**src/rtl/if_id_queue.sv**
```systemverilog
// rtl/if_id_queue.sv - fetch-to-decode FIFO buffer of multi-lane instruction/PC entries
module if_id_queue #(
    parameter int LANES = 2,
    parameter int DW    = 32,
    parameter int DEPTH = 2
) (
    input  logic                          CLK,
    input  logic                          nRST,
    input  logic                          flush,
    input  logic                          in_valid,
    output logic                          in_ready,
    input  logic [LANES*DW-1:0]           in_pc,
    input  logic [LANES*DW-1:0]           in_instr,
    input  logic [LANES-1:0]              in_mask,
    output logic                          out_valid,
    input  logic                          out_ready,
    output logic [LANES*DW-1:0]           out_pc,
    output logic [LANES*DW-1:0]           out_instr,
    output logic [LANES-1:0]              out_mask,
    output logic [$clog2(DEPTH+1)-1:0]    count
);

    localparam int PW = $clog2(DEPTH);
    localparam int CW = $clog2(DEPTH+1);
    localparam logic [CW-1:0] FULL = CW'(DEPTH);

    logic [LANES*DW-1:0] r_pc    [DEPTH];
    logic [LANES*DW-1:0] r_instr [DEPTH];
    logic [LANES-1:0]    r_mask  [DEPTH];
    logic [PW-1:0]       r_rd_ptr;
    logic [PW-1:0]       r_wr_ptr;
    logic [CW-1:0]       r_count;

    logic w_push;
    logic w_pop;

    // Handshake flags come only from the registered occupancy.
    assign in_ready  = (r_count != FULL);
    assign out_valid = (r_count != '0);
    assign count     = r_count;

    assign w_push = in_valid & in_ready & ~flush;
    assign w_pop  = out_valid & out_ready & ~flush;

    always_ff @(posedge CLK or negedge nRST) begin
        if (!nRST) begin
            r_rd_ptr <= '0;
            r_wr_ptr <= '0;
            r_count  <= '0;
            for (int i = 0; i < DEPTH; i++) begin
                r_pc[i]    <= '0;
                r_instr[i] <= '0;
                r_mask[i]  <= '0;
            end
        end else if (flush) begin
            r_rd_ptr <= '0;
            r_wr_ptr <= '0;
            r_count  <= '0;
        end else begin
            if (w_push) begin
                r_pc[r_wr_ptr]    <= in_pc;
                r_instr[r_wr_ptr] <= in_instr;
                r_mask[r_wr_ptr]  <= in_mask;
                r_wr_ptr          <= r_wr_ptr + PW'(1);
            end
            if (w_pop) begin
                r_rd_ptr <= r_rd_ptr + PW'(1);
            end
            case ({w_push, w_pop})
                2'b10:   r_count <= r_count + CW'(1);
                2'b01:   r_count <= r_count - CW'(1);
                default: r_count <= r_count;
            endcase
        end
    end

    // Empty buffer presents an all-zero bubble; masked lanes become nops.
    always_comb begin
        out_pc    = '0;
        out_instr = '0;
        out_mask  = '0;
        if (out_valid) begin
            out_pc   = r_pc[r_rd_ptr];
            out_mask = r_mask[r_rd_ptr];
            for (int i = 0; i < LANES; i++) begin
                out_instr[i*DW +: DW] = r_mask[r_rd_ptr][i] ? r_instr[r_rd_ptr][i*DW +: DW] : '0;
            end
        end
    end

endmodule

```
**config.mk**
```make
export PLATFORM = sky130hd
export DESIGN_NAME = if_id_queue
export DESIGN_NICKNAME = d
export VERILOG_FILES = /design/src/rtl/if_id_queue.sv
export SDC_FILE = /design/constraint.sdc
export NUM_CORES = 1
export LEC_CHECK = 0
export CORE_MARGIN = 2
export CORE_UTILIZATION = 45
export DETAILED_ROUTE_END_ITERATION = 10
export PLACE_DENSITY = 0.73
export SYNTH_ARGS = -nofsm -noshare
export SYNTH_HDL_FRONTEND = slang
export SYNTH_SLANG_ARGS = --single-unit
```
**constraint.sdc**
```tcl
create_clock -name CLK -period 3.3 [get_ports CLK]
set_input_delay 0.33 -clock CLK [delete_from_list [all_inputs] [get_ports CLK]]
set_output_delay 0.33 -clock CLK [all_outputs]
set_load 0.02 [all_outputs]
```
==> key figures, run 1 <==
Status
  – Status: finished, final reports clean

Die
  – # IOs: 269
  – # rows: 59
  – Die area: 27,500 µm²
  – Initial Util: 45.6%
  – Height of the die: 166 µm
  – Die width: 166 µm
  – Core ar.: 25,800 µm²

Critical path
  – Critical Path AT: 2470 ps
  – Crit path launch: r_rd_ptr
  – CP Buf/Inv Count: 2
  – Worst R2R Start: count[1]
  – RR Endpoint: r_instr[6]
  – FF-to-FF setup slack: 1050 ps
  – R2R depth: 5
  – Req. time, crit path: 2970 ps
  – CP max stage cell: clkdlybuf4s50_1
  – Max stage delay on crit path: 640 ps
  – Crit path max-delay family: buffers and inverters
  – Critical path depth: 4
  – Critical path endpoint: out_pc[9]
  – Worst setup EP type: output pin
  – Worst path cell trace: buf_12 -> mux2i_1 -> nor2_1 -> clkdlybuf4s50_1
  – Startpoint types: flop
  – Critical-path maximum fanout: 75
  – Crit path kind: reg -> out

Power and ir drop
  – P_int: 7.20 mW
  – Leak: 6.42 nW
  – Logic gate share of total power: 21.6%
  – Part of the power in registers: 45.4%
  – Net Switching: 2.48 mW
  – Clk network pwr share: 33.0%
  – Pwr/cell area: 615 nW/µm²
  – Net Sw Frac: 25.6%
  – VDD IR max: 0.353 mV

Finish
  – # diodes: 0
  – Fraction of layout cells with a size suffix above 1: 19.9%
  – Synth-to-Final Area Change: 33.7%
  – Final Util: 60.9%
  – Nets@finish: 1,256
  – Fill count: 2,070

Logic synthesis
  – Yosys cell types: 23
  – Synthesized Nets: 998
  – #FFs+latches synth: 264
  – EDFF count, synth: 0
  – Area fraction of the dominant cell type after synthesis: 56.1%
  – Cell area after synthesis: 11,800 µm²
  – Async set-or-reset flop fraction in the synthesized netlist: 100%
  – Post-synthesis average cell area: 13.6 µm²
  – Post-synthesis sequential area ratio: 56.1%
  – Synth top cells by count: dfrtp_1, mux2_2, nor2_1
  – Synth Warn #: 0
  – Ys flop type: dfrtp_1
  – Count leader, synth: dfrtp_1
  – Mapped Cells: 863
  – Top post-synthesis cells by area: dfrtp_1, mux2_2, mux2i_1
  – Area leader, netlist: dfrtp_1

Timing
  – Least-Margin Pin Slew: 669 ps
  – Worst hold slack: 388 ps
  – Max Freq: 357 MHz
  – Period Utilization, post-route: 84.8%
  – Max Clock Skew: 7.22 ps
  – Setup TNS: 0 ps
  – Minimum clock period: 2800 ps
  – Final setup viols: 0
  – RSZ-0062 raised after global routing: false
  – Setup WS post-layout: 502 ps
  – Final Slew Violations: 0
  – Max-slew headroom: 55.4%
  – Final Hold Vio Count: 0

Route
  – Vias: 7,536
  – Initial DRT Pass Iterations: 6
  – Number of DRC markers in iteration 0: 298
  – Post-DRT Antenna Nets: 0
  – Via density: 5.11
  – Post-detailed-route DRC marker count: 0
  – Routed len/inst: 17.4 µm
  – Post-Route WL: 25.6 mm

Clock network
  – CTS H-tree depth: 1
  – Clk root buf: clkbuf_16
  – Post_cts resized: 0
  – Total CTS buffers: 28
  – CTS tree: yes
  – Worst skew pair latency: 520 ps
  – CTS Sinks: 264
  – Clock transition at path regs: 60 ps
  – Post-CTS setup buffers: 0
  – Clock buffer depth: 3

Place
  – Final GP Congestion: 0.742
  – IO Port Bufs: 268
  – DP Worst Slack: 936 ps
  – Post-detail-place hpwl: 16.3 mm

Hold path
  – Hold crit path type: in -> async

Global routing
  – First-pass GRT wire length: 42.5 mm
  – Total congestion overflow: 0
  – Vias in the first global route: 8,070
  – Total GRT Usage: 18.7%
  – Largest net degree at the start of global routing: 87
  – Initial antenna violation count: 1

Run
  – Max Cap Violations: 0
stage by stage:
| step | std cells | power, mW | instance area (µm²) |
|---|---|---|---|
| 3_3_place_gp | 1425 | 6.48 | 14800 |
| 2_1_floorplan | 863 | 5.71 | 11800 |
| 5_1_grt | 1475 | 10.2 | 15700 |
| 6_report | 1475 | 9.68 | 15700 |
| 4_1_cts | 1475 | 9.82 | 15700 |
| 3_5_place_dp | 1425 | 6.57 | 14800 |
worst reg2reg max path, cell delays in order, from the launching register on:
cell and delay [ps]:
dfrtp_1 470, nor2b_2 330, inv_1 130, nand4b_1 200
buf_4 560, mux2_2 450
sequential cells by signal, summed over array words and instances, names as in the netlist:
name,count
r_wr_ptr,1
r_instr,128
count,2
r_pc,128
r_rd_ptr,1
r_mask,4
final cells by class:
cell class	instances	area [µm²]	share of cell area (%)
inverters	5	18.8	0.119
multi-input cells	538	4850	30.8
repair buffers	284	2890	18.3
flip-flops and latches	264	6610	42.0
clock inverters	8	118	0.747
clock buffers	41	841	5.34
well taps	335	419	2.66
repair_timing:
action / in CTS / in global routing
hold buffers: 1 / 0
setup endpoints to repair: 0 / 0
endpoints found under the hold margin: 82 / 0
worst min-delay path by stage:
stage / to / cells after the start
2_1_floorplan: count[0] / 0
3_3_place_gp: r_pc[16] / 1
3_5_place_dp: r_pc[14] / 1
4_1_cts: r_pc[14] / 2
5_1_grt: r_instr[76] / 2
6_report: r_pc[79] / 2
placed cells by master (no fill, tap or decap):
master,instances
nand2_1,2
buf_12,6
xor2_1,1
inv_1,4
a21o_1,1
nor4_4,1
or3_1,1
buf_4,9
mux2_2,162
mux2_1,100
dfrtp_1,263
nand3b_1,1
clkbuf_1,5
inv_2,1
o21ai_0,3
mux2i_1,128
nor2b_2,1
a22oi_1,1
nand4b_1,1
buf_8,1
dfrtp_4,1
nor2_4,1
nor2_1,130
bufinv_16,3
dlygate4sd3_1,1
clkinv_2,4
clkbuf_16,29
o211ai_1,1
clkbuf_8,7
a21oi_1,3
clkinvlp_4,1
clkdlybuf4s50_1,267
power groups by stage:
stage          Clock (mW)  Combinational [mW]  Sequential (mW)
6_report             3.19                2.09             4.40
5_1_grt              3.44                2.28             4.50
4_1_cts              3.29                2.13             4.40
3_5_place_dp            0                2.11             4.45
3_3_place_gp            0                2.07             4.42
2_1_floorplan           0                1.37             4.34
logic make-up (layout without fill, tap and decap cells):
kind of cell,count (synthesis),count (layout),synth area share (%)
and+or+nand+nor,138,138,4.61
DFF,264,264,56.1
muxes,390,390,35.9
xor gates and xnor gates,1,1,0.0744
buffers and inverters,61,338,2.80
AOI/OAI and AO/OA,9,9,0.446
per-layer routing:
layer  share of wire [%]  global-route usage [%]  vias up
li1                    -                       -     3529
met1                  45                    24.9     3775
met2                  46                    30.5      196
met3                 7.4                    5.84       34
met4                 1.6                    3.74        2
met5               0.043                       0        -
Note: power is estimated with default switching activity, not from simulation.
==> inputs of run 2 (changes only) <==
clock period = 2.6 ns   (was 3.3 ns; I/O delays follow)
==> run 2 against run 1 <==
Utilization is 1.1 points higher. Final cell count grew 0.75%. Global-route usage is 0.080 points higher. Worst setup slack worse by 450 ps. Clock power grew 36%. Non-clock buffer count grew 6.
==> key figures, run 2 (synthesis results as in run 1) <==
Critical path
  – Req. time, crit path: 2340 ps (-630 ps)
  – CP max stage cell: clkdlybuf4s50_1
  – Max stage delay on crit path: 620 ps (-20 ps)
  – Startpoint types: flop
  – RR Endpoint: r_instr[8]
  – Worst setup EP type: output pin
  – Critical path depth: 4 (unchanged)
  – Critical-path maximum fanout: 20 (-73%)
  – Critical path endpoint: out_pc[34]
  – R2R depth: 5 (unchanged)
  – Worst R2R Start: count[1]
  – Crit path kind: reg -> out
  – FF-to-FF setup slack: 460 ps (-590 ps)
  – Worst path cell trace: clkbuf_16 -> mux2i_1 -> nor2_1 -> clkdlybuf4s50_1
  – Crit path launch: r_rd_ptr
  – Crit path max-delay family: buffers and inverters
  – Critical Path AT: 2290 ps (-180 ps)
  – CP Buf/Inv Count: 2 (unchanged)

Route
  – Post-detailed-route DRC marker count: 0 (unchanged)
  – Number of DRC markers in iteration 0: 345 (+16%)
  – Routed len/inst: 17.8 µm (+2.4%)
  – Post-DRT Antenna Nets: 0 (unchanged)
  – Vias: 7,603 (+0.89%)
  – Via density: 5.12 (+0.14%)
  – Post-Route WL: 26.4 mm (+3.1%)
  – Initial DRT Pass Iterations: 4 (-2)

Power and ir drop
  – Leak: 7.18 nW (+12%)
  – VDD IR max: 0.625 mV (+77%)
  – Logic gate share of total power: 21.0% (-0.6 points)
  – Clk network pwr share: 34.6% (+1.6 points)
  – Pwr/cell area: 786 nW/µm² (+28%)
  – Net Switching: 3.26 mW (+32%)
  – P_int: 9.33 mW (+30%)
  – Part of the power in registers: 44.4% (-1.0 points)
  – Net Sw Frac: 25.9% (+0.30 points)

Timing
  – Max-slew headroom: 64.0% (+8.6 points)
  – Least-Margin Pin Slew: 540 ps (-129 ps)
  – Final Hold Vio Count: 0 (unchanged)
  – Max Freq: 392 MHz
  – Max Clock Skew: 18.0 ps (+10.8 ps)
  – Minimum clock period: 2550 ps
  – Period Utilization, post-route: 98.1%
  – Setup TNS: 0 ps (unchanged)
  – Final Slew Violations: 0 (unchanged)
  – Final setup viols: 0 (unchanged)

Finish
  – Final Util: 62.0% (+1.1 points)
  – Commonest non-fill, non-tap cell in the layout: dfrtp_1
  – Register area: 6610 µm² (unchanged)
  – Fill count: 2,078 (+0.39%)
  – Non-filler cells, final: 1,486 (+0.75%)
  – Nets@finish: 1,263 (+0.56%)
  – # diodes: 0 (unchanged)
  – Synth-to-Final Area Change: 36.1%
  – Post-route cell area: 16,000 µm² (+1.8%)
  – Footprint of the multi-input gates: 4860 µm² (about the same)
  – Fraction of layout cells with a size suffix above 1: 20.9% (+0.94 points)
  – Most frequent cells in the layout: dfrtp_1, clkdlybuf4s50_1, mux2_2, nor2_1, mux2i_1
  – Top flop regs: r_instr: 128 flops, r_pc: 128 flops, r_mask: 4 flops

Clock network
  – Clk root buf: clkbuf_16
  – Total CTS buffers: 29 (+3.6%)
  – CTS tree: yes
  – Worst skew pair latency: 540 ps (+20 ps)
  – Clock transition at path regs: 60 ps (about the same)
  – Clock buffer depth: 3 (unchanged)
  – CTS H-tree depth: 1 (unchanged)
  – CTS Sinks: 264 (unchanged)

Global routing
  – Initial antenna violation count: 0 (-1)
  – Vias in the first global route: 7,993 (-0.95%)
  – Largest net degree at the start of global routing: 85 (-2.3%)
  – First-pass GRT wire length: 42.6 mm (+0.36%)
  – Total GRT Usage: 18.8% (+0.080 points)
  – Total congestion overflow: 0 (unchanged)

Place
  – Post-detail-place hpwl: 16.6 mm (+1.8%)
  – DP Cell Count: 1,427 (+0.14%)
  – Final GP Congestion: 0.724 (-2.4%)
  – IO Port Bufs: 268 (unchanged)
  – Area post-placement: 14,900 µm² (+0.78%)

Die
  – Initial Util: 45.6% (unchanged)
  – Die width: 166 µm (unchanged)
  – Core ar.: 25,800 µm² (unchanged)
  – Die area: 27,500 µm² (unchanged)
  – # rows: 59 (unchanged)
  – Height of the die: 166 µm (unchanged)
  – # IOs: 269 (unchanged)

Run
  – Max Cap Violations: 0 (unchanged)

Hold path
  – Hold crit path type: in -> async

Status
  – Status: finished, final reports clean
run 2: repair_timing:
action,in CTS,in global routing
buffers inserted,0,1
gates resized for setup,76,21
hold buffers,1,0
cloned,1,2
hold endpoints to repair,67,0
setup endpoints to repair,86,33
run 2: worst min-delay path by stage:
stage,endpoint,slack (ps),cells after the start
after floorplan,count[0],-40,0
after global placement,r_pc[16],270,1
after detailed placement,r_pc[16],270,1
after CTS,r_pc[78],270,2
after global routing,r_pc[80],300,2
final,r_pc[16],270,2
run 2: power by group through the flow:
| stage | registers (mW) | clock network, mW | logic (mW) |
|---|---|---|---|
| 2_1_floorplan | 5.51 | 0 | 1.74 |
| 3_5_place_dp | 5.65 | 0 | 2.72 |
| 5_1_grt | 5.71 | 4.66 | 2.89 |
| 3_3_place_gp | 5.61 | 0 | 2.65 |
| 4_1_cts | 5.58 | 4.48 | 2.69 |
| 6_report | 5.59 | 4.35 | 2.65 |
run 2: layout make-up:
type                            instances  share of cell area, %
Tap cell                              335                   2.62
Sequential cell                       264                   41.2
Clock buffer                           43                   5.48
Timing Repair Buffer                  290                   19.2
Inverter                                5                  0.117
Clock inverter                         11                   1.02
Multi-Input combinational cell        538                   30.3
run 2: stage by stage:
step	hold slack, ps	setup WS [ps]	power, mW
global route	304	-42.4	13.3
finish	273	50.3	12.6
global placement	267	403	8.26
floorplan	-35.6	732	7.25
CTS	274	-38.9	12.8
detailed placement	267	360	8.37
run 2: layer usage:
layer / up-vias / global-route usage (%) / routed length, µm
li1: 3541 / - / -
met1: 3824 / 26.2 / 12100
met2: 202 / 29.6 / 12100
met3: 36 / 5.12 / 1760
met4: 0 / 4.23 / 475
met5: - / 0 / 0
==> inputs of run 3 (changes only) <==
ABC_AREA = 0   (was unset)
==> results of run 3 <==
Same layout as run 2: the final DEF is identical, and so are final timing and power.
